$ cat src/rtl/csi2_pkt_handler_if.sv
// CSI-2 packet handler bus: ECC-decoder word stream in,
// short-packet events, payload stream and status out.
interface csi2_pkt_handler_if;
  logic [31:0] data_i;
  logic        valid_i;
  logic        error_i;
  logic        error_corrected_i;
  logic        pkt_done_o;
  logic        sp_valid_o;
  logic [1:0]  sp_vc_o;
  logic [5:0]  sp_dt_o;
  logic [15:0] sp_data_o;
  logic [1:0]  lp_vc_o;
  logic [5:0]  lp_dt_o;
  logic [15:0] lp_wc_o;
  logic [31:0] tdata_o;
  logic        tvalid_o;
  logic [3:0]  tkeep_o;
  logic        tlast_o;
  logic        ecc_err_o;
  logic        crc_err_o;

  modport slave (
    input  data_i, valid_i, error_i, error_corrected_i,
    output pkt_done_o, sp_valid_o, sp_vc_o, sp_dt_o, sp_data_o,
    output lp_vc_o, lp_dt_o, lp_wc_o,
    output tdata_o, tvalid_o, tkeep_o, tlast_o,
    output ecc_err_o, crc_err_o
  );

  modport master (
    output data_i, valid_i, error_i, error_corrected_i,
    input  pkt_done_o, sp_valid_o, sp_vc_o, sp_dt_o, sp_data_o,
    input  lp_vc_o, lp_dt_o, lp_wc_o,
    input  tdata_o, tvalid_o, tkeep_o, tlast_o,
    input  ecc_err_o, crc_err_o
  );
endinterface

$ cat src/rtl/csi2_pkt_handler.sv
// CSI-2 packet handler: header parse, short/long split, CRC strip.
// Optional payload CRC-16 check enabled by CSI2_CRC_CHECK_EN.
module csi2_pkt_handler #(
  parameter logic [3:0] VC_MASK   = 4'hF,
  parameter bit         PASS_CORR = 1'b1
) (
  input logic               clk_i,
  input logic               rst_n_i,
  csi2_pkt_handler_if.slave bus
);
  typedef enum logic [1:0] {IDLE, PAYLOAD, DONE} state_t;

  state_t             state, state_nx;
  logic [15:0]        words_left;
  logic [16:0]        off;
  logic [15:0]        wc;
  logic               lp_en;
  logic [1:0]         hdr_vc;
  logic [5:0]         hdr_dt;
  logic [15:0]        hdr_wc;
  logic [16:0]        hdr_words;
  logic               hdr_drop;
  logic               hdr_short;
  logic               hdr_en;
  logic signed [17:0] rel;
  logic               pay;
  logic               last;
  logic [3:0]         keep;
  logic               hdr_go;
  logic               pay_go;

  assign hdr_vc    = bus.data_i[7:6];
  assign hdr_dt    = bus.data_i[5:0];
  assign hdr_wc    = bus.data_i[23:8];
  assign hdr_words = ({1'b0, hdr_wc} + 17'd5) >> 2;
  assign hdr_drop  = bus.error_i
                   && (!bus.error_corrected_i || !PASS_CORR);
  assign hdr_short = hdr_dt < 6'h10;
  assign hdr_en    = VC_MASK[hdr_vc];
  assign hdr_go    = (state == IDLE) && bus.valid_i;
  assign pay_go    = (state == PAYLOAD) && bus.valid_i;

  // bytes of payload still ahead of this word; <=0 means CRC/pad only
  assign rel  = $signed({2'b00, wc}) - $signed({1'b0, off});
  assign pay  = rel > 18'sd0;
  assign last = pay && (rel <= 18'sd4);

  always_comb begin
    keep = 4'h1;
    unique case (1'b1)
      rel >= 18'sd4: keep = 4'hF;
      rel == 18'sd3: keep = 4'h7;
      rel == 18'sd2: keep = 4'h3;
      default:       keep = 4'h1;
    endcase
  end

  always_ff @(posedge clk_i) begin
    if (!rst_n_i) state <= IDLE;
    else          state <= state_nx;
  end

  always_comb begin
    state_nx = state;
    unique case (state)
      IDLE:
        if (bus.valid_i)
          state_nx = (hdr_drop || hdr_short) ? DONE : PAYLOAD;
      PAYLOAD:
        if (bus.valid_i && words_left == 16'd1)
          state_nx = DONE;
      DONE:    state_nx = IDLE;
      default: state_nx = IDLE;
    endcase
  end

  assign bus.pkt_done_o = (state == DONE);

  always_ff @(posedge clk_i) begin
    if (!rst_n_i) begin
      words_left      <= '0;
      off             <= '0;
      wc              <= '0;
      lp_en           <= 1'b0;
      bus.sp_valid_o  <= 1'b0;
      bus.sp_vc_o     <= '0;
      bus.sp_dt_o     <= '0;
      bus.sp_data_o   <= '0;
      bus.lp_vc_o     <= '0;
      bus.lp_dt_o     <= '0;
      bus.tdata_o     <= '0;
      bus.tvalid_o    <= 1'b0;
      bus.tkeep_o     <= '0;
      bus.tlast_o     <= 1'b0;
      bus.ecc_err_o   <= 1'b0;
    end else begin
      bus.sp_valid_o <= 1'b0;
      bus.tvalid_o   <= 1'b0;
      bus.tlast_o    <= 1'b0;
      bus.ecc_err_o  <= 1'b0;
      if (hdr_go) begin
        if (hdr_drop) begin
          bus.ecc_err_o <= 1'b1;
        end else if (hdr_short) begin
          if (hdr_en) begin
            bus.sp_valid_o <= 1'b1;
            bus.sp_vc_o    <= hdr_vc;
            bus.sp_dt_o    <= hdr_dt;
            bus.sp_data_o  <= hdr_wc;
          end
        end else begin
          bus.lp_vc_o <= hdr_vc;
          bus.lp_dt_o <= hdr_dt;
          wc          <= hdr_wc;
          lp_en       <= hdr_en;
          off         <= '0;
          words_left  <= hdr_words[15:0];
        end
      end
      if (pay_go) begin
        words_left <= words_left - 16'd1;
        off        <= off + 17'd4;
        if (pay && lp_en) begin
          bus.tvalid_o <= 1'b1;
          bus.tdata_o  <= bus.data_i;
          bus.tkeep_o  <= keep;
          bus.tlast_o  <= last;
        end
      end
    end
  end

  assign bus.lp_wc_o = wc;

`ifdef CSI2_CRC_CHECK_EN
  logic [15:0] crc, crc_nx;
  logic [15:0] rx, rx_nx;
  logic        crc_err;

  function automatic logic [15:0] fold(
    input logic [15:0] c,
    input logic [7:0]  b
  );
    logic [15:0] r;
    r = c ^ {8'h00, b};
    for (int i = 0; i < 8; i++)
      r = r[0] ? ((r >> 1) ^ 16'h8408) : (r >> 1);
    return r;
  endfunction

  // payload bytes fold in; the two bytes after them are the CRC
  always_comb begin
    crc_nx = crc;
    rx_nx  = rx;
    for (int j = 0; j < 4; j++) begin
      if (rel > 18'(j))
        crc_nx = fold(crc_nx, bus.data_i[8*j +: 8]);
      else if (rel == 18'(j))
        rx_nx[7:0] = bus.data_i[8*j +: 8];
      else if (rel == 18'(j - 1))
        rx_nx[15:8] = bus.data_i[8*j +: 8];
    end
  end

  always_ff @(posedge clk_i) begin
    if (!rst_n_i) begin
      crc     <= 16'hFFFF;
      rx      <= '0;
      crc_err <= 1'b0;
    end else begin
      crc_err <= 1'b0;
      if (hdr_go) begin
        crc <= 16'hFFFF;
        rx  <= '0;
      end
      if (pay_go) begin
        crc     <= crc_nx;
        rx      <= rx_nx;
        crc_err <= (words_left == 16'd1) && (crc_nx != rx_nx);
      end
    end
  end

  assign bus.crc_err_o = crc_err;
`else
  assign bus.crc_err_o = 1'b0;
`endif
endmodule

$ cat src/flat_wrapper.sv
// flat-port wrapper written by rule: the top's interface ports become plain ports
module csi2_pkt_handler_flat 
#(
  parameter logic [3:0] VC_MASK   = 4'hF,
  parameter bit         PASS_CORR = 1'b1
)
  (clk_i, rst_n_i, bus_data_i, bus_valid_i, bus_error_i, bus_error_corrected_i, bus_pkt_done_o, bus_sp_valid_o, bus_sp_vc_o, bus_sp_dt_o, bus_sp_data_o, bus_lp_vc_o, bus_lp_dt_o, bus_lp_wc_o, bus_tdata_o, bus_tvalid_o, bus_tkeep_o, bus_tlast_o, bus_ecc_err_o, bus_crc_err_o);
  csi2_pkt_handler_if bus_i ();
  input logic clk_i;
  input logic rst_n_i;
  input wire logic [$bits(bus_i.data_i)-1:0] bus_data_i;
  input wire logic [$bits(bus_i.valid_i)-1:0] bus_valid_i;
  input wire logic [$bits(bus_i.error_i)-1:0] bus_error_i;
  input wire logic [$bits(bus_i.error_corrected_i)-1:0] bus_error_corrected_i;
  output wire logic [$bits(bus_i.pkt_done_o)-1:0] bus_pkt_done_o;
  output wire logic [$bits(bus_i.sp_valid_o)-1:0] bus_sp_valid_o;
  output wire logic [$bits(bus_i.sp_vc_o)-1:0] bus_sp_vc_o;
  output wire logic [$bits(bus_i.sp_dt_o)-1:0] bus_sp_dt_o;
  output wire logic [$bits(bus_i.sp_data_o)-1:0] bus_sp_data_o;
  output wire logic [$bits(bus_i.lp_vc_o)-1:0] bus_lp_vc_o;
  output wire logic [$bits(bus_i.lp_dt_o)-1:0] bus_lp_dt_o;
  output wire logic [$bits(bus_i.lp_wc_o)-1:0] bus_lp_wc_o;
  output wire logic [$bits(bus_i.tdata_o)-1:0] bus_tdata_o;
  output wire logic [$bits(bus_i.tvalid_o)-1:0] bus_tvalid_o;
  output wire logic [$bits(bus_i.tkeep_o)-1:0] bus_tkeep_o;
  output wire logic [$bits(bus_i.tlast_o)-1:0] bus_tlast_o;
  output wire logic [$bits(bus_i.ecc_err_o)-1:0] bus_ecc_err_o;
  output wire logic [$bits(bus_i.crc_err_o)-1:0] bus_crc_err_o;
  assign bus_i.data_i = bus_data_i;
  assign bus_i.valid_i = bus_valid_i;
  assign bus_i.error_i = bus_error_i;
  assign bus_i.error_corrected_i = bus_error_corrected_i;
  assign bus_pkt_done_o = bus_i.pkt_done_o;
  assign bus_sp_valid_o = bus_i.sp_valid_o;
  assign bus_sp_vc_o = bus_i.sp_vc_o;
  assign bus_sp_dt_o = bus_i.sp_dt_o;
  assign bus_sp_data_o = bus_i.sp_data_o;
  assign bus_lp_vc_o = bus_i.lp_vc_o;
  assign bus_lp_dt_o = bus_i.lp_dt_o;
  assign bus_lp_wc_o = bus_i.lp_wc_o;
  assign bus_tdata_o = bus_i.tdata_o;
  assign bus_tvalid_o = bus_i.tvalid_o;
  assign bus_tkeep_o = bus_i.tkeep_o;
  assign bus_tlast_o = bus_i.tlast_o;
  assign bus_ecc_err_o = bus_i.ecc_err_o;
  assign bus_crc_err_o = bus_i.crc_err_o;
  csi2_pkt_handler #(.VC_MASK(VC_MASK), .PASS_CORR(PASS_CORR)) u_core (.clk_i(clk_i), .rst_n_i(rst_n_i), .bus(bus_i));
endmodule
$ cat config.mk
export PLATFORM = sky130hd
export DESIGN_NAME = csi2_pkt_handler_flat
export DESIGN_NICKNAME = d
export VERILOG_FILES = /design/src/rtl/csi2_pkt_handler_if.sv /design/src/rtl/csi2_pkt_handler.sv /design/src/flat_wrapper.sv
export SDC_FILE = /design/constraint.sdc
export NUM_CORES = 1
export LEC_CHECK = 0
export ABC_AREA = 1
export BUFFER_PORTS_ARGS = -buffer_cell sky130_fd_sc_hd__buf_2
export CAP_MARGIN = 10
export CORE_AREA = 2 2 121 112
export DETAILED_ROUTE_END_ITERATION = 16
export DIE_AREA = 0 0 123 114
export HOLD_SLACK_MARGIN = 0.05
export MAX_ROUTING_LAYER = met4
export PLACE_DENSITY = 0.82
export SLEW_MARGIN = 15
export SYNTH_ARGS = -nofsm -noshare
export SYNTH_HDL_FRONTEND = slang
export SYNTH_SLANG_ARGS = --single-unit
$ cat constraint.sdc
create_clock -name clk_i -period 3.05 [get_ports clk_i]
set_clock_uncertainty 0.15 [all_clocks]
set_input_delay 0.305 -clock clk_i [delete_from_list [all_inputs] [get_ports clk_i]]
set_output_delay 0.305 -clock clk_i [all_outputs]
set_load 0.02 [all_outputs]
[Word-level counts from Yosys, hierarchy flattened]
Cells that the tools add are included.
Word-level totals
  register bits: 124
  output and inout port bits: 90
  logic and storage cells: 75
  input bits: 37
Operators by class
  muxes and demuxes: 18
  order comparisons: 5
  bitwise operators: 4
  eq/ne operators: 9
  reduce and logical (&&, ||, !) cells: 19
  $add $sub $neg: 4
Operators with widths (count)
  2-to-1 mux 17 bit: 4
  2-to-1 mux 16 bit: 4
  equality test 18 x 3 -> 1 bit, second input constant: 2
  >= comparator 18 x 4 -> 1 bit, second input constant: 1
  > comparator 18 x 1 -> 1 bit, second input constant: 1
  <= comparator 18 x 4 -> 1 bit, second input constant: 1
  subtractor 16 x 17 -> 18 bit: 1
  adder 16 x 3 -> 17 bit, second input constant: 1
  adder 17 x 3 -> 17 bit, second input constant: 1
  equality test 16 x 1 -> 1 bit, second input constant: 1
  subtractor 16 x 1 -> 16 bit, second input constant: 1
  one-hot mux 4 bit (3 select lines): 1
  AND reduction 3 bit: 3
  inequality test 2 bit, second input constant: 4
  AND reduction 2 bit: 4
  logical AND 1 bit: 6
  less-than comparator 6 x 5 -> 1 bit, second input constant: 1
  2-to-1 mux 2 bit: 3
  2-to-1 mux 1 bit: 4
  NOT 1 bit: 4
  one-hot mux 2 bit (2 select lines): 1
  AND reduction 4 bit: 1
  OR reduction 4 bit: 1
  less-than comparator 2 x 3 -> 1 bit, second input constant: 1
  7 further kinds: 7

[Depth between registers and ports, before layout]
  word-level depth: 6
  depth in mapped cells: 19
  mapped depth without buffers: 19

[Worst setup path before layout]
No wires, ideal clock.
  path type: register to register
  start point: register u_core.wc[5], in the netlist u_core.bus.lp_wc_o[5]
  end point: register u_core.bus.tdata_o[18]
  required time: 2.784 ns
  slack: 0.763 ns
  period minus slack after synthesis: 2.287 ns
  data arrival time: 2.022 ns
  buffers on the path: 1
  stages on the path, launching flop included: 15
  library setup time: 0.116 ns
  cells stage by stage: dfxtp_1 -> ha_1 -> nand2_1 -> inv_1 -> nand2_1 -> nand3_2 -> xnor2_1 -> nand3_2 -> nor2_1 -> nand3_1 -> nand2_2 -> inv_2 -> buf_2 -> nor2_1 -> nor2_1
Between the ends
  cells in the longest elaborated chain, start to end: 4
RTL lines
  start, declared: line csi2_pkt_handler.sv:16  | logic [15:0] wc;
  start signal, assigned: line csi2_pkt_handler.sv:114  | wc <= hdr_wc;
  subtractor 16 x 17 -> 18 bit: line csi2_pkt_handler.sv:44  | assign rel = $signed({2'b00, wc}) - $signed({1'b0, off});
  > comparator 18 x 1 -> 1 bit: line csi2_pkt_handler.sv:45  | assign pay = rel > 18'sd0;
  logical AND 1 bit: line csi2_pkt_handler.sv:123  | if (pay && lp_en) begin
  AND reduction 2 bit (no line)
  end signal, assigned: line csi2_pkt_handler.sv:125  | bus.tdata_o <= bus.data_i;
  end, declared: line csi2_pkt_handler_if.sv:27  | output tdata_o, tvalid_o, tkeep_o, tlast_o,
Every way passes these cells.
A chain may end at the register's enable or synchronous reset.

[Final worst setup path]
  start point: register u_core.off[5]
  end point: register u_core.bus.tdata_o[22]
Between the ends
  cells in the longest elaborated chain, start to end: 4
RTL lines
  start, declared: line csi2_pkt_handler.sv:15  | logic [16:0] off;
  start signal, assigned: line csi2_pkt_handler.sv:122  | off <= off + 17'd4;
  subtractor 16 x 17 -> 18 bit: line csi2_pkt_handler.sv:44
  > comparator 18 x 1 -> 1 bit: line csi2_pkt_handler.sv:45
  logical AND 1 bit: line csi2_pkt_handler.sv:123
  AND reduction 2 bit (no line)
Every way passes these cells.

==> results.py <==
metrics = {
    "yosys": {
        "netlist.area_leader.share": 0.3899,
        "synthFlopType": "dfxtp_1",
        "yosys_warnings": 0,
        "synthTopCellsByArea": "dfxtp_1 (39%), nor2_1 (11%), nand2_1 (9.8%)",
        "synth_seq_area_share": 0.3899,
        "async_flop_share": 0,
        "mappedNetlistArea_sq_um": 6265,
        "yosysUniqueCellTypes": 42,
        "ys_ff_latch": 122,
        "synth_edf_count": 0,
        "syn-instance-count": 938,
        "synth_top_area_cell": "dfxtp_1",
        "avgSynthCellArea_sq_um": 6.679,
    },
    "die": {
        "fp-row-count": 40,
        "core_sq_um": 12910,
        "dieArea_sq_um": 14020,
        "chipHeight_um": 114,
        "ios": 127,
        "start_util": 0.4852,
        "die_w_um": 123,
    },
    "power": {
        "clockPowerShare": 0.428,
        "ir_drop_mv": 0.4291,
        "p_per_area_nw_per_um2": 607.2,
        "seq_power_share": 0.361,
        "swShare": 0.2940,
        "combPwrFrac": 0.211,
        "p_int_mw": 3.382,
        "power.leakage_nw": 3.772,
        "p_sw_mw": 1.409,
    },
    "sta": {
        "fin_crit_sh": 0.9016,
        "worstMarginPinSlew_ns": 0.8301,
        "max_freq_ghz": 0.3637,
        "finalSetupViolations": 0,
        "slew_viol_final": 0,
        "max_slew_margin": 0.4466,
        "finalCriticalPeriod_ns": 2.750,
        "hold_viol": 0,
    },
    "layout": {
        "drive_gt1_frac": 0.1816,
        "antennaDiodeCount": 0,
        "finalInstanceArea_sq_um": 7891,
        "final_nets": 1139,
        "syn_to_final_growth_pct": 25.96,
        "fin_util": 0.6111,
        "layout_common_cells": "nor2_1 (189), nand2_1 (164), buf_2 (125), dfxtp_1 (122), inv_1 (108)",
        "mostFrequentLayoutCell": "nor2_1",
    },
    "critical_path": {
        "reg2reg_to": "u_core.bus.tdata_o[22]",
        "crit_chain": "inv_1, ha_1, nand2_1, inv_1, nand2_1, nand3_2, xnor2_1, nand3_2, nor2_1, nand3_1, nand2_2, buf_6, o21ai_0, nor2_1",
        "slowest_delay_ns": 0.38,
        "reg2reg_depth": 14,
        "start_kind": "flop",
        "critPathMaxFanout": 23,
        "worstSetupPathType": "flop to flop",
        "crit_slowest_cell": "dfxtp_1",
        "crit_arrival_ns": 2.95,
        "r2r_slack_ns": 0.30,
        "cp-end-kind": "flop",
        "cp.required_ns": 3.25,
        "timing.rr.start": "u_core.off[5]",
    },
    "clock_network": {
        "numCtsBuffers": 17,
        "cts_buffer_depth": 2,
        "clock_latency_ns": 0.42,
        "cts_root_buffer": "clkbuf_16",
        "cts.clk_slew.worst_paths_ns": 0.05,
        "clkSinkCount": 122,
        "htreeDepth": 4,
        "cts_tree": "built",
    },
    "grt": {
        "grt_overflow_total": 0,
        "grt_pass1_vias": 6120,
        "antenna_found_initial": 0,
        "grt_pass1_wl_um": 29200,
        "grt_usage": 0.2706,
        "grt_max_degree": 98,
    },
    "detailed_routing": {
        "wl_per_cell_um": 14.35,
        "wl_um": 18140,
        "vias_per_cell": 5.234,
        "route.vias.total": 6616,
        "drc_errors": 0,
        "drt_pre_antenna_iters": 5,
        "drt-initial-drc-count": 578,
        "detail-route-antenna-nets": 0,
    },
    "worst_hold_path": {
        "holdPathEnd": "u_core.bus.ecc_err_o",
        "hp-start": "bus_error_i",
        "whs_path_depth": 5,
        "hold_class": "input pin to flop",
    },
    "run": {
        "cap_violations": 0,
    },
    "outcome": {
        "status": "finished, final reports clean",
    },
    "placed_design": {
        "dp.final_hpwl_um": 12850,
        "port_buffers": 125,
        "postPlaceCellArea_sq_um": 7033,
        "gp_congestion": 0.9795,
    },
}
## state kept, by name, indices dropped and copies added, names as in the netlist
name                   flops
u_core.bus.sp_valid_o      1
u_core.bus.sp_data_o      16
u_core.bus.lp_wc_o        16
u_core.off                15
u_core.bus.sp_dt_o         6
u_core.bus.tdata_o        32
u_core.bus.tvalid_o        1
u_core.words_left         16
u_core.bus.tkeep_o         4
u_core.bus.lp_dt_o         6
u_core.bus.tlast_o         1
u_core.state               2
u_core.bus.ecc_err_o       1
u_core.lp_en               1
u_core.bus.lp_vc_o         2
u_core.bus.sp_vc_o         2
## logic make-up after synthesis
logic type,count (synthesis),synth area share
compound gates,177,0.1526
simple gates,459,0.3116
xor+xnor,8,0.01118
fa+ha+maj,19,0.03795
flops,122,0.3899
other cells,2,0.001199
buf+inv,151,0.09567
## cell usage after synthesis (5+ instances only)
library cell    n
nor2_1        190
nand2_1       164
dfxtp_1       122
inv_1         108
o21ai_0        85
a21oi_1        47
nand3_1        42
clkbuf_1       27
o21ai_1        20
ha_1           19
nand4_1        14
nor3_1         11
nor2_2          8
nand2_2         7
inv_2           6
buf_2           5
o211ai_1        5
## per-layer routing
layer	up-vias	share of wire	track usage
met1	2988	0.43	0.3285
met3	40	0.073	0.04850
met5	-	0	-
li1	3320	-	-
met2	268	0.47	0.4501
met4	0	0.024	0.09697
## how the worst max path moves through the flow
stage | start | to | slack, ns
floorplan | u_core.bus.lp_wc_o[5] | u_core.bus.tdata_o[18] | 0.76
global placement | u_core.off[9] | u_core.bus.tkeep_o[1] | 0.23
detailed placement | u_core.off[9] | u_core.bus.tkeep_o[1] | 0.28
CTS | u_core.off[4] | u_core.bus.tkeep_o[1] | 0.26
global route | u_core.off[5] | u_core.bus.tdata_o[19] | -0.01
finish | u_core.off[5] | u_core.bus.tdata_o[22] | 0.30
## power groups by stage
stage	sequential (mW)	combinational [mW]	clock, mW
finish	1.73	1.01	2.05
global route	1.74	1.14	2.14
CTS	1.73	0.994	2.06
detailed placement	1.76	0.964	0
global placement	1.76	0.952	0
floorplan	1.81	0.650	0
## repair_timing
action | 4_1_cts | 5_1_grt
buffers inserted | 0 | 0
endpoints found under the hold margin | 36 | 0
resized for setup | 0 | 4
endpoints found under the setup margin | 0 | 28
hold buffers | 24 | 0
## per-stage QoR
step	instances	hold slack [ns]	setup WS, ns	setup TNS, ns	total power, mW
floorplan	939	0.2899	0.7626	0	2.456
global placement	1208	0.2700	0.2286	0	2.711
detailed placement	1208	0.2741	0.2817	0	2.724
CTS	1264	0.05616	0.2550	0	4.783
global route	1264	0.07807	-0.01277	-0.01277	5.009
finish	1264	0.07710	0.3001	0	4.791
## worst max-delay path: cells and delay by family, from the launching register on
family / cells / cell delay, ns
AND/OR/NAND/NOR: 8 / 0.96
flip-flops: 1 / 0.38
AO/OA/AOI/OAI: 1 / 0.12
buffers and inverters: 3 / 0.38
adder cells (fa/ha/maj): 1 / 0.34
XOR/XNOR: 1 / 0.35
## cell type report
type / instances / area [sq um]
well taps: 168 / 210.2
fillers: 1101 / 5021
multi-input cells: 666 / 3232
repair buffers: 162 / 967.2
inverters: 114 / 430.4
clock inverters: 6 / 110.1
flip-flops and latches: 122 / 2442
clock buffers: 26 / 499.2
Note: power is estimated with default switching activity, not from simulation.
